[config.mk]
export PLATFORM = sky130hd
export DESIGN_NAME = ram_arbiter
export DESIGN_NICKNAME = d
export VERILOG_FILES = /design/src/rtl/ram_arb_pkg.sv /design/src/rtl/ram_arb_pick.sv /design/src/rtl/ram_arbiter.sv
export SDC_FILE = /design/constraint.sdc
export NUM_CORES = 1
export LEC_CHECK = 0
export CORE_MARGIN = 2
export CORE_UTILIZATION = 30
export CTS_CLUSTER_SIZE = 14
export DETAILED_ROUTE_END_ITERATION = 8
export GPL_TIMING_DRIVEN = 0
export PLACE_DENSITY_LB_ADDON = 0.08
export SKIP_LAST_GASP = 1
export SYNTH_ARGS = -nofsm -noshare
export SYNTH_HDL_FRONTEND = slang
export SYNTH_SLANG_ARGS = --single-unit
[constraint.sdc]
create_clock -name clk -period 3.52 [get_ports clk]
set_input_delay 0.528 -clock clk [delete_from_list [all_inputs] [get_ports clk]]
set_output_delay 0.528 -clock clk [all_outputs]
set_load 0.05 [all_outputs]
[src/rtl/ram_arb_pkg.sv]
// ram_arb_pkg: shared definitions for the ram arbiter slice.
//   - state_e           arbiter FSM states
//   - REQ0 / REQ1       requester ids (values driven on 'owner')
//   - DEFAULT_*         default widths and ram depth
package ram_arb_pkg;

    typedef enum logic [2:0] {
        IDLE    = 3'd0,
        WAIT_HI = 3'd1,
        WAIT_LO = 3'd2,
        BYPASS  = 3'd3,
        ACK     = 3'd4
    } state_e;

    localparam logic REQ0 = 1'b0;
    localparam logic REQ1 = 1'b1;

    localparam int DEFAULT_ADDR_W = 32;
    localparam int DEFAULT_DATA_W = 32;
    localparam int DEFAULT_SIZE   = 4096;

endpackage

[src/rtl/ram_arb_pick.sv]
// ram_arb_pick: combinational winner selection for the two ram requesters.
// Ports:
//   req          in   request levels, bit 0 = requester 0, bit 1 = requester 1
//   rr_ptr       in   id that holds priority on a contended grant (round-robin build only)
//   grant_valid  out  at least one request is pending
//   grant_id     out  id of the selected requester
// Build option: RAM_ARB_RR_EN selects round-robin; otherwise fixed priority r0 > r1.
module ram_arb_pick
    import ram_arb_pkg::*;
(
    input  logic [1:0] req,
`ifdef RAM_ARB_RR_EN
    input  logic       rr_ptr,
`endif
    output logic       grant_valid,
    output logic       grant_id
);

    always_comb begin
        grant_valid = |req;
        grant_id    = REQ0;
`ifdef RAM_ARB_RR_EN
        // On contention the pointer decides; otherwise whoever is asking wins.
        if (req[0] && req[1]) begin
            grant_id = rr_ptr;
        end else if (req[1]) begin
            grant_id = REQ1;
        end
`else
        if (!req[0] && req[1]) begin
            grant_id = REQ1;
        end
`endif
    end

endmodule

[src/rtl/ram_arbiter.sv]
// ram_arbiter: shares the single-port, change-triggered ram between two requesters.
// Ports:
//   clk, rst_n                      clock (rising edge), async active-low reset
//   rN_req/mode/address/data        requester N request level and operation tuple
//   rN_ack, rN_out                  one-cycle completion pulse and read data
//   ram_address/ram_data/ram_mode   registered ram inputs, held from grant to ack
//   ram_response, ram_out           ram busy flag (1 = busy) and read data
//   busy, owner                     FSM not idle, id of granted requester
// Build option: RAM_ARB_RR_EN enables round-robin arbitration (see ram_arb_pick).
module ram_arbiter
    import ram_arb_pkg::*;
#(
    parameter int ADDR_W = DEFAULT_ADDR_W,
    parameter int DATA_W = DEFAULT_DATA_W,
    parameter int SIZE   = DEFAULT_SIZE
) (
    input  logic              clk,
    input  logic              rst_n,
    input  logic              r0_req,
    input  logic              r0_mode,
    input  logic [ADDR_W-1:0] r0_address,
    input  logic [DATA_W-1:0] r0_data,
    output logic              r0_ack,
    output logic [DATA_W-1:0] r0_out,
    input  logic              r1_req,
    input  logic              r1_mode,
    input  logic [ADDR_W-1:0] r1_address,
    input  logic [DATA_W-1:0] r1_data,
    output logic              r1_ack,
    output logic [DATA_W-1:0] r1_out,
    output logic [ADDR_W-1:0] ram_address,
    output logic [DATA_W-1:0] ram_data,
    output logic              ram_mode,
    input  logic              ram_response,
    input  logic [DATA_W-1:0] ram_out,
    output logic              busy,
    output logic              owner
);

    localparam logic [ADDR_W-1:0] SIZE_A = ADDR_W'(SIZE);

    state_e            state_q, state_d;
    logic              owner_q, owner_d;
    logic [ADDR_W-1:0] ram_address_q, ram_address_d;
    logic [DATA_W-1:0] ram_data_q, ram_data_d;
    logic              ram_mode_q, ram_mode_d;
    logic [ADDR_W-1:0] shadow_address_q, shadow_address_d;
    logic [DATA_W-1:0] shadow_data_q, shadow_data_d;
    logic              shadow_mode_q, shadow_mode_d;
    logic              shadow_valid_q, shadow_valid_d;
    logic [DATA_W-1:0] last_read_q, last_read_d;
    logic [DATA_W-1:0] r0_out_q, r0_out_d;
    logic [DATA_W-1:0] r1_out_q, r1_out_d;
    logic              r0_ack_q, r0_ack_d;
    logic              r1_ack_q, r1_ack_d;
`ifdef RAM_ARB_RR_EN
    logic              rr_ptr_q, rr_ptr_d;
`endif

    logic              grant_valid;
    logic              grant_id;
    logic [ADDR_W-1:0] win_address;
    logic [ADDR_W-1:0] win_address_mod;
    logic [DATA_W-1:0] win_data;
    logic              win_mode;
    logic              win_is_repeat;

    ram_arb_pick u_pick (
        .req         ({r1_req, r0_req}),
`ifdef RAM_ARB_RR_EN
        .rr_ptr      (rr_ptr_q),
`endif
        .grant_valid (grant_valid),
        .grant_id    (grant_id)
    );

    assign win_address     = (grant_id == REQ1) ? r1_address : r0_address;
    assign win_data        = (grant_id == REQ1) ? r1_data    : r0_data;
    assign win_mode        = (grant_id == REQ1) ? r1_mode    : r0_mode;
    assign win_address_mod = win_address % SIZE_A;

    // The ram only starts on an input change, so re-issuing the last tuple would hang.
    assign win_is_repeat = shadow_valid_q
                        && (win_address_mod == shadow_address_q)
                        && (win_data == shadow_data_q)
                        && (win_mode == shadow_mode_q);

    always_comb begin
        state_d          = state_q;
        owner_d          = owner_q;
        ram_address_d    = ram_address_q;
        ram_data_d       = ram_data_q;
        ram_mode_d       = ram_mode_q;
        shadow_address_d = shadow_address_q;
        shadow_data_d    = shadow_data_q;
        shadow_mode_d    = shadow_mode_q;
        shadow_valid_d   = shadow_valid_q;
        last_read_d      = last_read_q;
        r0_out_d         = r0_out_q;
        r1_out_d         = r1_out_q;
        r0_ack_d         = 1'b0;
        r1_ack_d         = 1'b0;
`ifdef RAM_ARB_RR_EN
        rr_ptr_d         = rr_ptr_q;
`endif

        case (state_q)
            IDLE: begin
                // A high ram_response here means a stray op is still finishing.
                if (grant_valid && !ram_response) begin
                    owner_d = grant_id;
`ifdef RAM_ARB_RR_EN
                    rr_ptr_d = ~grant_id;
`endif
                    if (win_is_repeat) begin
                        state_d = BYPASS;
                    end else begin
                        ram_address_d    = win_address;
                        ram_data_d       = win_data;
                        ram_mode_d       = win_mode;
                        shadow_address_d = win_address_mod;
                        shadow_data_d    = win_data;
                        shadow_mode_d    = win_mode;
                        shadow_valid_d   = 1'b1;
                        state_d          = WAIT_HI;
                    end
                end
            end
            WAIT_HI: begin
                if (ram_response) begin
                    state_d = WAIT_LO;
                end
            end
            WAIT_LO: begin
                if (!ram_response) begin
                    if (!ram_mode_q) begin
                        last_read_d = ram_out;
                        if (owner_q == REQ1) r1_out_d = ram_out;
                        else                 r0_out_d = ram_out;
                    end
                    if (owner_q == REQ1) r1_ack_d = 1'b1;
                    else                 r0_ack_d = 1'b1;
                    state_d = ACK;
                end
            end
            BYPASS: begin
                // A repeated read returns the value captured by the identical earlier read.
                if (!shadow_mode_q) begin
                    if (owner_q == REQ1) r1_out_d = last_read_q;
                    else                 r0_out_d = last_read_q;
                end
                if (owner_q == REQ1) r1_ack_d = 1'b1;
                else                 r0_ack_d = 1'b1;
                state_d = ACK;
            end
            ACK: begin
                state_d = IDLE;
            end
            default: begin
                state_d = IDLE;
            end
        endcase
    end

    always_ff @(posedge clk or negedge rst_n) begin
        if (!rst_n) begin
            state_q          <= IDLE;
            owner_q          <= REQ0;
            ram_address_q    <= '0;
            ram_data_q       <= '0;
            ram_mode_q       <= 1'b0;
            shadow_address_q <= '0;
            shadow_data_q    <= '0;
            shadow_mode_q    <= 1'b0;
            shadow_valid_q   <= 1'b0;
            last_read_q      <= '0;
            r0_out_q         <= '0;
            r1_out_q         <= '0;
            r0_ack_q         <= 1'b0;
            r1_ack_q         <= 1'b0;
`ifdef RAM_ARB_RR_EN
            rr_ptr_q         <= REQ0;
`endif
        end else begin
            state_q          <= state_d;
            owner_q          <= owner_d;
            ram_address_q    <= ram_address_d;
            ram_data_q       <= ram_data_d;
            ram_mode_q       <= ram_mode_d;
            shadow_address_q <= shadow_address_d;
            shadow_data_q    <= shadow_data_d;
            shadow_mode_q    <= shadow_mode_d;
            shadow_valid_q   <= shadow_valid_d;
            last_read_q      <= last_read_d;
            r0_out_q         <= r0_out_d;
            r1_out_q         <= r1_out_d;
            r0_ack_q         <= r0_ack_d;
            r1_ack_q         <= r1_ack_d;
`ifdef RAM_ARB_RR_EN
            rr_ptr_q         <= rr_ptr_d;
`endif
        end
    end

    assign ram_address = ram_address_q;
    assign ram_data    = ram_data_q;
    assign ram_mode    = ram_mode_q;
    assign r0_ack      = r0_ack_q;
    assign r1_ack      = r1_ack_q;
    assign r0_out      = r0_out_q;
    assign r1_out      = r1_out_q;
    assign busy        = (state_q != IDLE);
    assign owner       = owner_q;

endmodule

=== Word-level counts from Yosys, hierarchy flattened ===
Index checks and enable logic that the tools add are counted.

* Word-level logic and storage cells: 74
* Register bits: 180
* Output and inout bits: 133
* Input port bits: 167

* Bitwise gates (word level): 3
* Equality and inequality tests: 15
* Multiplexer cells: 27
* Reductions and logical operators: 17

{| class="wikitable"
|+ Operator list
! kind !! count
|-
| $mux W32 || 12
|-
| $pmux W32 S2 || 2
|-
| $eq A32 B32 Y1 || 1
|-
| $ne A2 B2 Y1 const B || 9
|-
| $eq A12 B12 Y1 || 1
|-
| $pmux W3 S4 || 1
|-
| $reduce_and A6 Y1 || 2
|-
| $mux W3 || 3
|-
| $reduce_and A3 Y1 || 3
|-
| $eq A3 B2 Y1 const B || 2
|-
| $mux W1 || 6
|-
| $logic_and A1 B1 Y1 || 5
|-
| $pmux W1 S2 || 2
|-
| $eq A3 B1 Y1 const B || 1
|-
| $logic_not A3 Y1 || 1
|-
| $not A1 Y1 || 3
|-
| $reduce_bool A3 Y1 || 1
|-
| $logic_not A1 Y1 || 2
|-
| $mux W2 || 1
|-
| $reduce_and A2 Y1 || 1
|-
| $reduce_bool A2 Y1 || 1
|-
| $reduce_or A2 Y1 || 1
|-
| $eq A1 B1 Y1 || 1
|}

=== Logic depth before layout (Yosys ltp) ===
* Depth after elaboration: 11
* Gate-level depth with buffers: 12
* Mapped depth without buffers: 7

=== Cells and area by module ===
Synthesis repeated with hierarchy kept, for this count alone.

* Cells, all modules: 654
* Area total of the unflattened synthesis: 7,867.5 sq um

{| class="wikitable"
|+ Modules (own cells, without submodules)
! module !! area each (sq um) !! sequential area each (sq um) !! times used !! cells each
|-
| ram_arbiter || 7,855.0 || 4,204.0 || 1 || 652
|-
| ram_arb_pick || 12.5 || 0.0 || 1 || 2
|}

=== Worst setup path after synthesis ===
Ideal clock, no wire load.

* Path kind: flip-flop to flip-flop
* Start point: register shadow_data_q[1]
* End point: register ram_address_q[16] (netlist: ram_address[16])
* Cell stages (with the launch flop): 10
* Path buffers: 2
* Setup time: 125 ps
* Data required time: 3,395 ps
* Clock period less this slack: 3,034 ps
* Data arrival time: 2,909 ps
* Slack: 486 ps
* Cells stage by stage: dfrtp_1 > xor2_1 > a2111oi_0 > a22oi_1 > or4_4 > a2111oi_4 > a41oi_1 > buf_6 > buf_6 > mux2_4

* Word-level cells in the longest chain between the ends: 5

{| class="wikitable"
|+ RTL lines
! what !! line !! text
|-
| start: declaration || ram_arbiter.sv:48 || <nowiki>logic [DATA_W-1:0] shadow_data_q, shadow_data_d;</nowiki>
|-
| start signal: assignment || ram_arbiter.sv:191 || <nowiki>shadow_data_q <= shadow_data_d;</nowiki>
|-
| $eq A32 B32 Y1 || ram_arbiter.sv:85 || <nowiki>&& (win_data == shadow_data_q)</nowiki>
|-
| $logic_and A1 B1 Y1 || ram_arbiter.sv:85 ||
|-
| $logic_and A1 B1 Y1 || ram_arbiter.sv:86 || <nowiki>&& (win_mode == shadow_mode_q);</nowiki>
|-
| $not A1 Y1 (no line) || - ||
|-
| $reduce_and A3 Y1 (no line) || - ||
|-
| end signal: assignment || ram_arbiter.sv:187 || <nowiki>ram_address_q <= ram_address_d;</nowiki>
|-
| end: declaration || ram_arbiter.sv:44 || <nowiki>logic [ADDR_W-1:0] ram_address_q, ram_address_d;</nowiki>
|}

Every way passes these cells.
A chain may end at the register's enable or synchronous reset.

=== Final worst setup path ===
* Start point: input port r0_req
* End point: register ram_address_q[30] (netlist: ram_address[30])

* Word-level cells in the longest chain between the ends: 10
* Elaborated cells between the ends (all ways): 16
* Classes of those cells: eq/ne: 3; mux: 4; bitwise: 1; reduce/logical: 8

{| class="wikitable"
|+ RTL lines
! what !! line !! text
|-
| start: declaration || ram_arbiter.sv:19 || <nowiki>input logic r0_req,</nowiki>
|-
| $logic_not A1 Y1 || ram_arb_pick.sv:30 || <nowiki>if (!req[0] && req[1]) begin</nowiki>
|-
| $logic_and A1 B1 Y1 || ram_arb_pick.sv:30 ||
|-
| $mux W1 || ram_arb_pick.sv:30 ||
|-
| $mux W32 || ram_arbiter.sv:77 || <nowiki>assign win_address = (grant_id == REQ1) ? r1_address : r0_address;</nowiki>
|-
| $eq A12 B12 Y1 || ram_arbiter.sv:84 || <nowiki>&& (win_address_mod == shadow_address_q)</nowiki>
|-
| $logic_and A1 B1 Y1 || ram_arbiter.sv:84 ||
|-
| $logic_and A1 B1 Y1 || ram_arbiter.sv:85 ||
|-
| $logic_and A1 B1 Y1 || ram_arbiter.sv:86 ||
|-
| $not A1 Y1 (no line) || - ||
|-
| $reduce_and A3 Y1 (no line) || - ||
|}

Several ways; a longest one is shown, not always the timed one.

==> impl_metrics.yaml <==
die:
  die_h_um: 170
  start_util_pct: 30.6
  io_pins: 300
  rows: 60
  die_area_sq_um: 28900
  core_sq_um: 27000
  fp.dieW_um: 170
finish:
  final_cells: 1461
  drive_above_1_share_pct: 12.2
  fillers: 2616
  seqCellArea_sq_um: 4200
  fin_area_sq_um: 12400
  area_growth_pct: 49.9
  finish.utilization_pct: 45.9
  multi_input_area_sq_um: 3800
  nNetsFinal: 1273
power:
  seq_power_share_pct: 29.6
  irDropWorstVdd_mv: 0.502
  swShare_pct: 47.3
  static-leakage-power_nw: 5.52
  combPwrFrac_pct: 54.5
  p_per_area_nw_per_um2: 955
  power.switching_w: 0.00560
  p_clk_share_pct: 16.0
  internal_power_w: 0.00625
worst_setup_path:
  start_kind: "input pin"
  crit_buf_inv: 5
  cpMaxStageDelayCell: "or4b_4"
  reg2reg_depth: 9
  path_cells: "clkdlybuf4s50_1, nor2b_1, buf_4, buf_8, mux2i_2, nor2_1, or4b_4, a2111oi_4, a41oi_2, buf_6, buf_6, mux2_4"
  cp-end-kind: "flip-flop"
  cpPeakStageDelay_ns: 0.55
  cp_common_cell: "buf_6"
  reg2reg_slack_ns: 0.43
  r2r-end: "ram_address[30]"
  worstSetupPathType: "input pin to flip-flop"
  crit_arrival_ns: 3.68
  crit_family: "buffers and inverters"
  cp_max_fo: 10
  cp.required_ns: 3.83
  reg2reg_from: "shadow_data_q[1]"
timing:
  setup_viol: 0
  fin_crit_ns: 3.37
  holdWs_ns: 0.0339
  finalCritPeriodShare_pct: 95.8
  finalWorstSetupSlack_ns: 0.148
  timing.fmax_mhz: 297
  finalHoldViolCount: 0
  max_slew_margin_pct: 23.3
  maxSlewViolCount: 0
  tightest_slew_ns: 1.14
  finClkSkew_ns: 0.0183
  rsz0062_at_grt: "false"
grt:
  grt_max_degree: 87
  grt_antenna_before_repair: 2
  grt.total_usage_pct: 19.5
  grt_pass1_vias: 7227
  overflow: 0
  grt_pass1_wl_um: 42900
yosys:
  synth_edf_count: 0
  synth_area_per_cell_sq_um: 10.5
  ys_ff_latch: 168
  netlist_area_sq_um: 8280
  synth_cells: 788
  syn_nets: 955
  synthDistinctLibCells: 52
  ys_seq_area_share_pct: 50.8
  ys_warn_count: 0
  async_flop_share_pct: 100
  synthFlopType: "dfrtp_1"
detailed_routing:
  ant_nets: 0
  route.detailed.drc: 0
  wire_per_inst_um: 19.2
  dr.pass1.iters: 4
  wl_um: 28000
  vias: 6971
  drt_iter0_drc: 270
  routed_via_density: 4.77
clocking:
  cts_buffer_depth: 2
  path_clk_slew_ns: 0.07
  numCtsBuffers: 17
  cts-root-buf: "clkbuf_16"
  hold_buffers: 0
  postCtsSetupBuffers: 0
  tritoncts: "built"
  clock_latency_ns: 0.43
  numClockSinks: 168
  htreeDepth: 4
placement:
  pre_cts_slack_ns: -0.748
  dpl_cell_area_sq_um: 11700
  dp.cells: 1429
  dpl.hpwl_um: 20800
  place_congestion: 0.775
  portBuffers: 299
min_path:
  hold_class: "input pin to asynchronous set/reset pin"
status:
  run_status: "complete, no violations"
run:
  drv_cap: 0
## sequential cells by signal (all words and copies together), names as in the netlist
signal / flops
shadow_mode_q: 1
last_read_q: 32
shadow_data_q: 32
state_q: 3
owner: 1
r1_out: 32
ram_address: 32
r0_out: 32
r0_ack: 1
r1_ack: 1
shadow_valid_q: 1
## power groups by stage
stage          Clock [W]  Combinational, W  Sequential [W]
2_1_floorplan          0           0.00182         0.00582
3_3_place_gp           0           0.00644         0.00351
3_5_place_dp           0           0.00645         0.00353
4_1_cts          0.00195           0.00651         0.00351
5_1_grt          0.00204           0.00681         0.00364
6_report         0.00189           0.00645         0.00350
## Yosys cell counts, drive strengths merged, types with 7 or more instances
cell    count  area share [%]
dfrtp     168              51
nand2     146             6.6
mux2i      78             9.4
mux2       74              11
o21ai      44             2.7
nor2       42             1.9
a21oi      40             2.4
inv        37             1.7
xnor2      23             2.4
buf        22             1.5
clkbuf     19            0.86
xor2       14             1.5
nand2b      8            0.60
o22ai       8            0.60
nor2b       7            0.53
## worst max path at each step
| stage | start | endpoint | slack [ns] | depth (start not counted) |
|---|---|---|---|---|
| 4_1_cts | r1_req | ram_address[30] | 0.006 | 13 |
| 3_3_place_gp | rst_n | r0_out[13] | -5.80 | 1 |
| 5_1_grt | r0_req | ram_address[29] | 0.01 | 13 |
| 6_report | r0_req | ram_address[30] | 0.15 | 12 |
| 2_1_floorplan | shadow_data_q[1] | ram_address[16] | 0.49 | 9 |
| 3_5_place_dp | r1_req | ram_address[27] | -0.75 | 13 |
## layout make-up
type	count	area share (%)
Antenna cell	1	0.0202
Buffer	40	1.77
Clock buffer	18	3.54
Clock inverter	14	1.16
Inverter	37	1.12
Multi-Input combinational cell	542	30.6
Sequential cell	168	33.9
Tap cell	341	3.44
Timing Repair Buffer	300	24.4
## metrics by stage
stage,setup TNS (ns),total power (W)
final,0,0.0118
after global routing,0,0.0125
after CTS,0,0.0120
after detailed placement,-44.41,0.00998
after global placement,-1011.82,0.00995
after floorplan,0,0.00764
## cell families after synthesis
family | Yosys count | synth area share [%]
AND/OR/NAND/NOR | 230 | 11.9
XOR/XNOR | 37 | 3.92
flip-flops | 168 | 50.8
buffers and inverters | 78 | 4.08
AO/OA/AOI/OAI | 123 | 9.16
multiplexers | 152 | 20.2
## layer usage
metal  vias to the layer above  share of wire (%)  GRT usage (%)
li1                       3339                  -              -
met2                       220                 46           31.7
met5                         -              0.046              0
met3                        21                8.3           6.74
met1                      3389                 44           25.0
met4                         2                1.3           4.38
## what timing repair did
| action | 4_1_cts | 5_1_grt |
|---|---|---|
| setup endpoints to repair | 66 | 61 |
| pin swaps | 1 | 2 |
| resized for setup | 16 | 7 |
## cells in the final DEF, fill, tap and decap left out, drive strengths merged, types with 4 or more instances in the layout
| cell type | synthesis | final |
|---|---|---|
| nor2 | 42 | 42 |
| nor4 | 4 | 4 |
| clkbuf | 19 | 36 |
| nor2b | 7 | 7 |
| a21oi | 40 | 40 |
| o21ai | 44 | 44 |
| clkinv | 0 | 4 |
| mux2 | 74 | 74 |
| buf | 22 | 24 |
| xor2 | 14 | 14 |
| inv | 37 | 46 |
| xnor2 | 23 | 23 |
| dfrtp | 168 | 168 |
| o22ai | 8 | 8 |
| clkdlybuf4s50 | 0 | 297 |
| nand2 | 146 | 146 |
| mux2i | 78 | 78 |
| nand2b | 8 | 8 |
| nand3 | 5 | 5 |
No activity file was read; power rests on OpenSTA's default activity.
